File: src/rtl/cls_spi_sender.sv
// Sends NUM_BYTES lookup bytes to a PmodCLS over SPI mode 0, one SS frame per byte.
// Define CLS_AUTO_REPEAT_EN to resend the message continuously after each DONE.
module cls_spi_sender #(
  parameter int NUM_BYTES = 6,
  parameter int CLK_DIV   = 50,
  parameter int BYTE_GAP  = 10000
) (
  input  logic       CLK,
  input  logic       RST,
  input  logic       start,
  output logic [5:0] sel,
  input  logic [7:0] data_in,
  output logic       busy,
  output logic       done,
  output logic       SS,
  output logic       SCLK,
  output logic       MOSI
);

  // state | meaning
  // IDLE  | waiting for start, SS high
  // LOAD  | capture data_in for current sel, SS low, MOSI = bit 7
  // SHIFT | eight SCLK periods, MSB first
  // GAP   | SS high for BYTE_GAP cycles, then next byte or DONE
  // DONE  | one-cycle done pulse
  typedef enum logic [2:0] {IDLE, LOAD, SHIFT, GAP, DONE} state_t;

  localparam int HALF_W = $clog2(CLK_DIV + 1);
  localparam int GAP_W  = $clog2(BYTE_GAP + 1);
  localparam logic [HALF_W-1:0] HALF_LOAD = HALF_W'(CLK_DIV - 1);
  localparam logic [GAP_W-1:0]  GAP_LOAD  = GAP_W'(BYTE_GAP - 1);
  localparam logic [5:0]        LAST_SEL  = 6'(NUM_BYTES - 1);

  state_t            state, state_n;
  logic [5:0]        sel_n;
  logic [HALF_W-1:0] half_cnt, half_cnt_n;
  logic [2:0]        bit_cnt, bit_cnt_n;
  logic [GAP_W-1:0]  gap_cnt, gap_cnt_n;
  logic [7:0]        shreg, shreg_n;
  logic              sclk_q, sclk_n;

  always_ff @(posedge CLK or negedge RST) begin
    if (!RST) begin
      state    <= IDLE;
      sel      <= '0;
      half_cnt <= '0;
      bit_cnt  <= '0;
      gap_cnt  <= '0;
      shreg    <= '0;
      sclk_q   <= 1'b0;
    end else begin
      state    <= state_n;
      sel      <= sel_n;
      half_cnt <= half_cnt_n;
      bit_cnt  <= bit_cnt_n;
      gap_cnt  <= gap_cnt_n;
      shreg    <= shreg_n;
      sclk_q   <= sclk_n;
    end
  end

  always_comb begin
    state_n    = state;
    sel_n      = sel;
    half_cnt_n = half_cnt;
    bit_cnt_n  = bit_cnt;
    gap_cnt_n  = gap_cnt;
    shreg_n    = shreg;
    sclk_n     = sclk_q;

    case (state)
      IDLE: begin
        if (start) begin
          sel_n   = '0;
          state_n = LOAD;
        end
      end
      LOAD: begin
        shreg_n    = data_in;
        half_cnt_n = HALF_LOAD;
        bit_cnt_n  = 3'd7;
        sclk_n     = 1'b0;
        state_n    = SHIFT;
      end
      SHIFT: begin
        if (half_cnt == '0) begin
          half_cnt_n = HALF_LOAD;
          if (!sclk_q) begin
            sclk_n = 1'b1;
          end else begin
            // falling edge: present the next bit
            sclk_n  = 1'b0;
            shreg_n = {shreg[6:0], 1'b0};
            if (bit_cnt == '0) begin
              half_cnt_n = '0;
              gap_cnt_n  = GAP_LOAD;
              state_n    = GAP;
            end else begin
              bit_cnt_n = bit_cnt - 3'd1;
            end
          end
        end else begin
          half_cnt_n = half_cnt - HALF_W'(1);
        end
      end
      GAP: begin
        if (gap_cnt == '0) begin
          if (sel < LAST_SEL) begin
            sel_n   = sel + 6'd1;
            state_n = LOAD;
          end else begin
            state_n = DONE;
          end
        end else begin
          gap_cnt_n = gap_cnt - GAP_W'(1);
        end
      end
      DONE: begin
        sel_n = '0;
`ifdef CLS_AUTO_REPEAT_EN
        state_n = LOAD;
`else
        state_n = IDLE;
`endif
      end
      default: state_n = IDLE;
    endcase
  end

  always_comb begin
    busy = (state != IDLE);
    done = (state == DONE);
    SS   = !((state == LOAD) || (state == SHIFT));
    SCLK = sclk_q;
    // during LOAD the register has not captured yet, so bit 7 comes straight from the lookup
    MOSI = (state == LOAD) ? data_in[7] : shreg[7];
  end

endmodule

File: config.mk
export PLATFORM = sky130hd
export DESIGN_NAME = cls_spi_sender
export DESIGN_NICKNAME = d
export VERILOG_FILES = /design/src/rtl/cls_spi_sender.sv
export SDC_FILE = /design/constraint.sdc
export NUM_CORES = 1
export LEC_CHECK = 0
export ABC_AREA = 1
export CAP_MARGIN = 40
export CORE_MARGIN = 3
export CORE_UTILIZATION = 57
export DETAILED_ROUTE_END_ITERATION = 7
export PLACE_DENSITY = 0.79
export SYNTH_ARGS = -nofsm -noshare
export SYNTH_HDL_FRONTEND = slang
export SYNTH_SLANG_ARGS = --single-unit
File: constraint.sdc
create_clock -name CLK -period 1.7 [get_ports CLK]
set_input_delay 0.425 -clock CLK [delete_from_list [all_inputs] [get_ports CLK]]
set_output_delay 0.425 -clock CLK [all_outputs]
set_load 0.005 [all_outputs]
Word-level counts from Yosys, hierarchy flattened:

Index checks and enable logic that the tools add are counted.

* register bits after elaboration: 41
* bits of input ports: 11
* output and inout bits: 11
* logic and storage cells: 71

* add/sub/neg operators: 4
* magnitude comparators: 1
* eq/ne operators: 12
* muxes and demuxes: 31
* reduce and logical (&&, ||, !) cells: 16

Operator list (number)
* 2-to-1 mux 14 bit: 4
* 2-to-1 mux 6 bit: 6
* case mux 14 bit (2 select lines): 1
* 2-to-1 mux 3 bit: 9
* case mux 6 bit (3 select lines): 1
* 2-to-1 mux 8 bit: 2
* != test 2 bit (second input constant): 8
* case mux 8 bit (2 select lines): 1
* logical NOT 14 bit: 1
* subtractor 14 x 1 -> 14 bit (second input constant): 1
* case mux 3 bit (4 select lines): 1
* case mux 6 bit (2 select lines): 1
* AND reduction 5 bit: 2
* AND reduction 4 bit: 2
* adder 6 x 1 -> 6 bit (second input constant): 1
* equality test 3 x 2 -> 1 bit (second input constant): 2
* logical NOT 3 bit: 2
* logical NOT 6 bit: 1
* < comparator 6 x 3 -> 1 bit (second input constant): 1
* case mux 3 bit (2 select lines): 1
* nonzero test 3 bit: 2
* subtractor 6 x 1 -> 6 bit (second input constant): 1
* nonzero test 2 bit: 2
* equality test 3 x 1 -> 1 bit (second input constant): 1
* 8 further kinds: 10

Depth between registers and ports, before layout:

Gate-level depths: netlist of the first run.

* depth in word-level cells: 5
* depth in mapped cells: 11
* mapped depth without buffers: 11

Least setup slack after synthesis of the first run:

Ideal clock, no wire load.

* kind: flip-flop to flip-flop
* from: reg gap_cnt[0]
* to: reg gap_cnt[8]
* data arrival time: 1.435 ns
* setup slack: 0.200 ns
* stages on the path, launching flop included: 12
* buffers on the path: 1
* period minus slack after synthesis: 1.500 ns
* path through: dfrtp_1 -> inv_1 -> ha_1 -> nand2_2 -> nor2_4 -> nand2_2 -> nand2_4 -> nand2_4 -> nand2_4 -> buf_6 -> nand2_1 -> nand2_1

* longest elaborated chain between the ends: 3
* elaborated cells between the ends (all ways): 6
* those cells by class: 1 x add/sub; 1 x eq/ne; 2 x mux; 2 x reduce/logical

RTL lines
* start: declaration: line 38 `logic [GAP_W-1:0] gap_cnt, gap_cnt_n;`
* start signal: assignment: line 56 `gap_cnt <= gap_cnt_n;`
* subtractor 14 x 1 -> 14 bit / logical NOT 14 bit (equally long branches): line 115, 107
* 2-to-1 mux 14 bit / != test 2 bit (equally long branches)
* case mux 14 bit (2 select lines) / AND reduction 5 bit (equally long branches)

Several ways; a longest one is shown, not always the timed one. The select of a mux whose other input is x is not followed.
A chain may end at the register's enable or synchronous reset.

Final worst setup path of the first run:

* from: reg state[0]
* to: out done

* longest elaborated chain between the ends: 1

RTL lines
* start: declaration: line 34 `state_t state, state_n;`
* start signal: assignment: line 52 `state <= state_n;`
* equality test 3 bit: line 132 `done = (state == DONE);`
* end: declaration: line 14 `output logic done,`

No other way between the ends.

==> results.md, run 1 <==
* Result of the run: complete, no violations
* # hold bufs at CTS at 0
* Path category of the worst min-delay check: in -> async
* Final number of setup-violating endpoints at 0
* Vertical die dimension at 71.9 um
* Peak ir drop on the vdd network at 0.000966 V
* Simple-Gate Fraction of Synth Area at 35.9%
* Dominant combinational cell family by area after synthesis: simple AND/OR/NAND/NOR gates
* Antenna cell count at 0
* Number of filler instances in the final layout at 312
* Critical path launch point: state[0]
* Hold Fails Final Rpt at 0
* Number of enable flip-flop cells after synthesis at 0
* Leakage power summed over all cells at 1.58 nW
* End of the worst register-to-register path: gap_cnt[1]
* Maximum buffer depth of the clock tree at 2
* Synthesized area divided by synthesized cell count at 7.47 um^2
* CP startpoint kind: register
* First-pass GRT wire length at 8.89 mm
* Number of max-cap violations at 0
* Initial antenna violation count at 0
* Number of sinks on the clock net at 41
* Post-synth top area cell: sky130_fd_sc_hd__dfrtp_1
* Grt total ovfl at 0
* Area share of the largest cell type after synthesis at 41.4%
* Sum of routed wire length over all layers at 5.08 mm
* Maximum fanout along the worst path at 4
* Vias in the first global route at 2141
* Count of antenna-violating nets left after detailed routing at 0
* Post-Route Skew at 0.00173 ns
* Post-route minimum period at 1.67 ns
* Non-filler instance count after layout at 434
* DRC violation count after routing at 0
* Floorplan die area at 5180 um^2
* Root buffer selected by CTS: sky130_fd_sc_hd__clkbuf_8
* Share of synthesized area occupied by flip-flops and latches at 41.4%
* Warnings from Yosys at 0
* Vias/cell at 5.18
* Pins Over Slew Limit at 0
* Transition at the pin with the smallest max-transition slack at 0.405 ns
* Critical path class: reg -> out
* Post-synthesis xor/xnor area fraction at 3.53%
* Dpl hpwl at 3.60 mm
* Unique cell type count in the Yosys netlist at 27
* Die X at 71.9 um
* Synth top cells by count: sky130_fd_sc_hd__nand2_1, sky130_fd_sc_hd__inv_1, sky130_fd_sc_hd__dfrtp_1
* Startpoint of the most critical register-to-register path: gap_cnt[0]
* Setup crit end kind: output port
* Most common cell in the netlist: sky130_fd_sc_hd__nand2_1
* Power density over the cells at 1850 nW/um^2
* Crit path required time at 1.27 ns
* Compound-gate portion of the synthesized area at 7.32%
* Number of rows created at floorplan at 23
* Pin count of the biggest net entering global routing at 26
* Count of TritonRoute iterations in the first routing pass at 4
* TritonCTS Buffers at 5
* Number of instances in the synthesized netlist at 332
* Max Clock Freq at 598 MHz
* Portion of the clock cycle consumed by the worst path in the final layout at 98.4%
* All-Layer GR Usage at 21.8%
* Proportion of synthesized area in mux cells at 0%
* CTS clk-pin slew, worst paths at 0.08 ns
* Async S/R FF share, synth at 100%
* Routability cong. at 0.881
* Post-synth design cell area at 2480 um^2
* Routed length per placed instance at 11.7 um
* Slack of the worst reg-to-reg path at 0.13 ns
* Adder and majority gate portion of the synthesized area at 3.53%
* Core area at 4090 um^2
* Iteration-0 DRC count of the detailed router at 115
* Top-level I/O count at 22
* Unrepaired setup endpoints after global routing: true
* Worst reg2reg path depth at 10
* Number of nets produced by synthesis at 350
* TritonCTS clock tree: yes
* Synthesis-to-finish area growth at 23.7%
* Number of cells after detailed placement at 419
* Share of layout cells above drive strength 1 at 18.5%
* Later-pin clock latency in the skew report at 0.31 ns
* Ranking of synthesized cells by area: sky130_fd_sc_hd__dfrtp_1, sky130_fd_sc_hd__nand2_1, sky130_fd_sc_hd__inv_1
* Arrival time of the worst setup path at 1.25 ns
* Total via count in the routed design at 2247
* Count of state elements after synthesis at 41
* Number of H-tree levels at 2
* Starting utilization of the core area at 60.7%
* Count of nets after finishing at 401
* Port bufs at 21
* Total negative slack at 0 ns
* Flip-flop cell with the highest count after synthesis: sky130_fd_sc_hd__dfrtp_1
* Max_slew headroom at 72.8%
-- layer usage --
layer  track usage (%)  up-vias  part of all wire, %
li1                  -     1151                    -
met1              27.0     1046                   46
met2              36.2       37                   48
met3              4.57       13                  4.6
met4              10.6        0                  2.0
met5                 0        -                    0
-- how the worst max path moves through the flow --
stage	to	slack, ns	cells past startpoint
6_report	done	0.03	3
5_1_grt	SS	-0.01	7
4_1_cts	busy	0.009	4
3_5_place_dp	MOSI	-0.30	4
3_3_place_gp	MOSI	-0.29	4
2_1_floorplan	gap_cnt[8]	0.20	11
-- cells in the final DEF (no fill, tap or decap), drive strengths merged --
master / synthesis / routed
nor2: 35 / 35
clkbuf: 0 / 7
ha: 7 / 7
xnor2: 4 / 4
nand3b: 3 / 3
buf: 4 / 30
clkdlybuf4s15: 0 / 2
o21ai: 24 / 24
a21oi: 7 / 7
o22ai: 3 / 3
dlymetal6s2s: 0 / 1
nand2: 117 / 117
inv: 44 / 45
clkdlybuf4s50: 0 / 15
xor2: 6 / 6
a22oi: 1 / 1
dfrtp: 41 / 41
nand4: 3 / 3
nand3: 29 / 29
nor3: 3 / 3
clkinv: 1 / 1
-- stage by stage --
step	area, um^2	power, mW	hold WS (ns)	util [%]	setup slack [ns]
after detailed placement	2870	4.82	0.377	70.3	-0.301
after global placement	2870	4.72	0.379	70.3	-0.285
after CTS	3020	5.60	0.0465	73.9	0.00876
after floorplan	2480	3.89	0.129	-	0.200
after global routing	3070	6.22	0.0597	75.0	-0.0140
final	3070	5.68	0.0331	75.0	0.0269
-- registers in the layout, indices dropped and copies added, names as in the netlist --
name      flops
half_cnt      6
SCLK          1
gap_cnt      14
sel           6
bit_cnt       3
state         3
shreg         8
-- cell type report --
cell class              count  area (um^2)  share of cell area [%]
repair buffers             48          418                    13.6
clock buffers               7         96.3                    3.14
clock inverters             1         5.00                   0.163
multi-input cells         242         1290                    41.9
flip-flops and latches     41         1030                    33.5
well taps                  50         62.6                    2.04
inverters                  45          171                    5.59
-- cells by family after synthesis --
kind of cell    after synthesis
compound gates               35
xor+xnor                     10
fa+ha+maj                     7
buf+inv                      49
flops                        41
simple gates                190
-- report_power, final --
group | switching [mW] | leakage, nW | internal, mW
Clock | 0.349 | 0.0542 | 0.367
Sequential | 0.359 | 0.485 | 1.42
Combinational | 1.86 | 1.04 | 1.32
-- worst max-delay path, cell delays in order (launching register included) --
cell	delay [ns]
sky130_fd_sc_hd__dfrtp_2	0.42
sky130_fd_sc_hd__buf_6	0.13
sky130_fd_sc_hd__nor3_2	0.16
sky130_fd_sc_hd__clkdlybuf4s15_2	0.23
-- timing repair --
item / 4_1_cts / 5_1_grt
setup endpoints to repair: 6 / 26
buffers inserted: 5 / 2
resized for setup: 18 / 10
pin swaps: 0 / 3
No activity file was read; power rests on OpenSTA's default activity.
==> run 2, diff against run 1 <==
- CORE_UTILIZATION: 57 -> 60
- DONT_BUFFER_PORTS: unset -> 1
- PLACE_DENSITY: 0.79 -> 0.76
- SLEW_MARGIN: unset -> 25
==> results.md, run 2 (synthesized netlist as in run 1, its figures left out) <==
* Result of the run: complete, no violations
* Count of nets after finishing at 372 (-7.2%)
* CP startpoint kind: register
* Max FFs per register at 14 (unchanged)
* Final number of setup-violating endpoints at 0 (unchanged)
* TritonCTS clock tree: yes
* Routability cong. at 0.834 (-5.3%)
* Leakage power summed over all cells at 1.43 nW (-9.5%)
* Setup crit end kind: output port
* Switching share of power at 46.9% (+1.8 points)
* Number of filler instances in the final layout at 292 (-6.4%)
* Internal power component at 2.93 mW (-5.8%)
* Number of H-tree levels at 2 (unchanged)
* Critical path class: reg -> out
* All-Layer GR Usage at 21.3% (-0.49 points)
* Path category of the worst min-delay check: in -> reg
* Core area at 3830 um^2 (-6.4%)
* Final Util at 73.9% (-1.1 points)
* Portion of the clock cycle consumed by the worst path in the final layout at 97.2% (-1.2 points)
* Clock group share of total power at 11.8% (-0.8 points)
* Top-level I/O count at 22 (unchanged)
* Maximum fanout along the worst path at 7 (+3)
* Antenna cell count at 0 (unchanged)
* Pins Over Slew Limit at 0 (unchanged)
* First-pass GRT wire length at 8.57 mm (-3.6%)
* Max_slew headroom at 74.8% (+2.0 points)
* Starting utilization of the core area at 64.8% (+4.1 points)
* Total via count in the routed design at 2129 (-5.3%)
* Most used cells in the layout excluding fill and tap cells: sky130_fd_sc_hd__nand2_1, sky130_fd_sc_hd__dfrtp_1, sky130_fd_sc_hd__inv_1
* Most common library cell in the layout ignoring fill and taps: sky130_fd_sc_hd__nand2_1
* Share of layout cells above drive strength 1 at 16.7% (-1.8 points)
* Port bufs at 0 (-100%)
* Combinational share of power at 55.2% (-0.8 points)
* Count of TritonRoute iterations in the first routing pass at 5 (+1)
* Peak ir drop on the vdd network at 0.000934 V (-3.3%)
* Die X at 70.3 um (-2.3%)
* Largest registers ranked by flip-flop count: gap_cnt x14, shreg x8
* Number of cells after detailed placement at 382 (-8.8%)
* Maximum buffer depth of the clock tree at 2 (unchanged)
* TritonCTS Buffers at 5 (unchanged)
* Switching pwr at 2.60 mW (+1.1%)
* Crit path required time at 1.27 ns (about the same)
* DRC violation count after routing at 0 (unchanged)
* Sum of routed wire length over all layers at 5.11 mm (+0.59%)
* Number of max-cap violations at 0 (unchanged)
* Initial antenna violation count at 0 (unchanged)
* Pin count of the biggest net entering global routing at 42 (+62%)
* Transition at the pin with the smallest max-transition slack at 0.375 ns (-0.0296 ns)
* Vias in the first global route at 1965 (-8.2%)
* Register containing the most flip-flops in the final layout: gap_cnt
* Hold Fails Final Rpt at 0 (unchanged)
* Power density over the cells at 1950 nW/um^2 (+5.5%)
* Non-filler instance count after layout at 402 (-7.4%)
* Post-Route Skew at 0.00989 ns (+0.00816 ns)
* Grt total ovfl at 0 (unchanged)
* Sequential cell fraction of total power at 33.0% (+1.6 points)
* Post-route minimum period at 1.65 ns (-0.0212 ns)
* Max Clock Freq at 605 MHz (+1.3%)
* CTS clk-pin slew, worst paths at 0.07 ns (about the same)
* Dpl hpwl at 3.40 mm (-5.4%)
* Iteration-0 DRC count of the detailed router at 143 (+24%)
* Number of rows created at floorplan at 22 (-4.3%)
* Vertical die dimension at 70.3 um (-2.3%)
* Arrival time of the worst setup path at 1.23 ns (-0.02 ns)
* Number of sinks on the clock net at 41 (unchanged)
* Routed length per placed instance at 12.7 um (+8.6%)
* Synthesis-to-finish area growth at 14.1%
* Vias/cell at 5.30 (+2.3%)
* Count of antenna-violating nets left after detailed routing at 0 (unchanged)
* Later-pin clock latency in the skew report at 0.30 ns (about the same)
* Floorplan die area at 4940 um^2 (-4.6%)
* Root buffer selected by CTS: sky130_fd_sc_hd__clkbuf_8
run 2: changes by cell type in the layout (fill, tap and decap cells not counted), sizes merged:
cell,previous run,this run
dlygate4sd3,0,1
buf,30,18
clkinvlp,0,1
clkdlybuf4s50,15,0
dlymetal6s2s,1,0
clkdlybuf4s15,2,0
inv,45,43
run 2: area by class of cell:
type / count / area [um^2] / share of cell area [%]
Clock buffer: 7 / 86.3 / 3.05
Sequential cell: 41 / 1030 / 36.3
Inverter: 45 / 174 / 6.15
Timing Repair Buffer: 19 / 170 / 6.02
Tap cell: 48 / 60.1 / 2.12
Multi-Input combinational cell: 242 / 1310 / 46.4
run 2: final timing paths:
kind,start,to,slack [ns],cells past startpoint
worst max-delay path,state[2],SS,0.05,6
worst min-delay path,data_in[0],shreg[0],0.27,2
worst max register to register,gap_cnt[1],gap_cnt[12],0.11,9
worst min register to register,gap_cnt[1],gap_cnt[1],0.51,2
max in group asynchronous,RST,state[0],0.88,2
min in group asynchronous,RST,gap_cnt[3],0.58,2
run 2: critical path, stage by stage (launching register included):
cell	delay, ns
sky130_fd_sc_hd__dfrtp_1	0.39
sky130_fd_sc_hd__inv_2	0.12
sky130_fd_sc_hd__nand2_4	0.10
sky130_fd_sc_hd__inv_2	0.09
sky130_fd_sc_hd__nand2_4	0.08
sky130_fd_sc_hd__nand2_8	0.10
sky130_fd_sc_hd__inv_2	0.05
run 2: what timing repair did:
item                       CTS  global route
buffers inserted             0            11
setup endpoints to repair    2            36
hold endpoints to repair    41             0
gates resized for setup      4            14
hold buffers                 2             0
pin swaps                    0             5
run 2: per-stage QoR:
stage / total power [mW] / hold slack, ns / area, um^2 / setup slack (ns) / TNS (ns)
3_3_place_gp: 4.36 / 0.130 / 2550 / 0.0395 / 0
3_5_place_dp: 4.45 / 0.130 / 2550 / -0.0269 / -0.0316
5_1_grt: 6.06 / 0.282 / 2830 / -0.0130 / -0.0399
2_1_floorplan: 3.89 / 0.129 / 2480 / 0.200 / 0
6_report: 5.53 / 0.272 / 2830 / 0.0481 / 0
4_1_cts: 5.17 / 0.264 / 2680 / -0.0201 / -0.0331
run 2: metal layers:
layer / wire length [um] / GRT usage (%) / vias up / part of all wire (%)
met4: 74 / 6.81 / 0 / 1.4
met3: 218 / 5.61 / 7 / 4.3
li1: - / - / 1081 / -
met2: 2390 / 31.9 / 37 / 47
met5: 0 / 0 / - / 0
met1: 2430 / 30.0 / 1004 / 48
run 2: power by group through the flow:
stage | logic [mW] | clock network [mW] | registers, mW
floorplan | 2.15 | 0 | 1.74
global placement | 2.56 | 0 | 1.81
detailed placement | 2.63 | 0 | 1.82
CTS | 2.69 | 0.668 | 1.81
global route | 3.47 | 0.700 | 1.89
finish | 3.05 | 0.653 | 1.82
==> edit: new RTL, config.mk and constraints of run 2 <==
Add a define of `CLS_AUTO_REPEAT_EN`.
--- a/src/rtl/cls_spi_sender.sv
+++ b/src/rtl/cls_spi_sender.sv
@@ -1,5 +1,7 @@
 // Sends NUM_BYTES lookup bytes to a PmodCLS over SPI mode 0, one SS frame per byte.
 // Define CLS_AUTO_REPEAT_EN to resend the message continuously after each DONE.
+`define CLS_AUTO_REPEAT_EN
+
 module cls_spi_sender #(
   parameter int NUM_BYTES = 6,
   parameter int CLK_DIV   = 50,
Function: no difference found for any inputs over 10 cycles, from zero or initial values and one cycle with RST low; that may be too few to reach the edited logic, so the function may still have changed.
==> edit against run 2 <==
  * Area after synthesis rose by 1.6%
  * First-iteration DRC count rose by 2.1%
  * Via count fell by 1.5%
  * Sequential share of layout area rose by 0.18 points
  * Wire length fell by 1.5%
  * Cell area fell by 0.49%
  * Sequential cell count did not move
  * Setup slack improved by 25 ps
  * Highest routed layer unchanged
  * Non-clock buffer count fell by 5
  * Critical path type unchanged
Power is left out: it rests on default switching activity, and per cell area and clock period it moved more than threefold.
==> edit: results (changes against run 2) <==
CTS resizes: 2 (-2)
Hold Buf Count CTS: 2 (unchanged)
FFs w/ async S/R, synth: 100% (unchanged)
Hold slack: 280 ps (+8.03 ps)
Maximum root-to-sink buffer count: 2 (unchanged)
Fill cells: 315 (+7.9%)
Routed WL: 5030 µm (-1.5%)
Worst slew margin relative to its limit: 74.9% (about the same)
GRT Util Overall: 21.3% (-0.026 points)
R2R depth: 10 (+1)
CTS root buf: clkbuf_8
PortBufs: 0 (unchanged)
Worst-Skew Late Latency: 290 ps
Vias: 2,098 (-1.5%)
Placed instance count: 386 (+1.0%)
First-pass GRT wire length: 8710 µm (+1.7%)
Maximum number of pins on one net before global-route repair: 42 (unchanged)
Hold endpoint: shreg[0]
TritonCTS buffer count: 5 (unchanged)
Postcts setup bufs: 0 (unchanged)
Outcome: completed
Synth area leaders: dfrtp_1 41%, nand2_1 14%, inv_1 6.0%
Wire length per cell: 12.5 µm (-1.5%)
Number of synthesized flops with an enable pin: 0 (unchanged)
CP max FO: 5 (-2)
Gpl congestion: 0.891 (+6.8%)
Initial DRC Count: 146 (+2.1%)
Initial DRT Pass Iterations: 4 (-1)
DP HPWL: 3410 µm (+0.27%)
Worst endpoint data arrival time: 1200 ps (-30 ps)
Endpoint of the worst register-to-register path: gap_cnt[4]
Avg Cell Area, Syn: 7.51 µm² (+0.66%)
Post-synth top cells: 95 x nand2_1, 41 x dfrtp_1, 40 x inv_1
Hold Path Depth: 2 (unchanged)
Number of global-route vias before repair: 1,991 (+1.3%)
Layout cell share with drive strength beyond 1: 19.5% (+2.8 points)
Syn nets: 353 (+0.86%)
Syn. warnings: 0 (unchanged)
Count of cell types in the netlist: 28 (+3.7%)
Layout Nets: 371 (-0.27%)
Skew final: 8.70 ps (-1.19 ps)
Post-synthesis sequential area ratio: 40.8% (-0.64 points)
-- edit: layout make-up --
type / instances / share of cell area, %
Multi-Input combinational cell: 245 / 47.3
Sequential cell: 41 / 36.5
Inverter: 46 / 6.22
Timing Repair Buffer: 14 / 4.27
Clock buffer: 7 / 3.42
Tap cell: 48 / 2.13
Clock inverter: 1 / 0.178
-- edit: kinds of logic after synthesis --
kind of cell	Yosys count	share of synthesized area [%]
fa+ha+maj	7	3.48
xor+xnor	10	3.48
buf+inv	50	8.60
compound gates	35	7.41
simple gates	192	36.3
flops	41	40.8
-- edit: stage by stage --
step           setup slack, ps  instance area [µm²]
2_1_floorplan              190                 2520
3_3_place_gp               103                 2590
3_5_place_dp              34.0                 2590
4_1_cts                   17.1                 2720
5_1_grt                  -23.2                 2820
6_report                  72.7                 2820
-- edit: critical path, cell delays in order, from the launching register on --
cell,delay [ps]
dfrtp_1,370
inv_2,120
nand2_4,100
inv_2,80
nand2_4,70
nand2_4,100
inv_2,60
-- edit: how the worst max path moves through the flow --
stage	slack (ps)	cells after the start	endpoint	start
final	70	6	SS	state[2]
after global routing	-20	9	gap_cnt[2]	half_cnt[1]
after CTS	20	10	gap_cnt[13]	gap_cnt[0]
after detailed placement	30	10	gap_cnt[13]	gap_cnt[0]
after global placement	100	10	gap_cnt[13]	gap_cnt[0]
after floorplan	190	10	gap_cnt[4]	half_cnt[0]
-- edit: layer usage --
layer	GRT usage, %	vias to the layer above	part of all wire (%)
li1	-	1088	-
met1	28.6	962	47
met2	34.5	43	47
met3	5.11	5	4.7
met4	5.64	0	1.0
met5	0	-	0
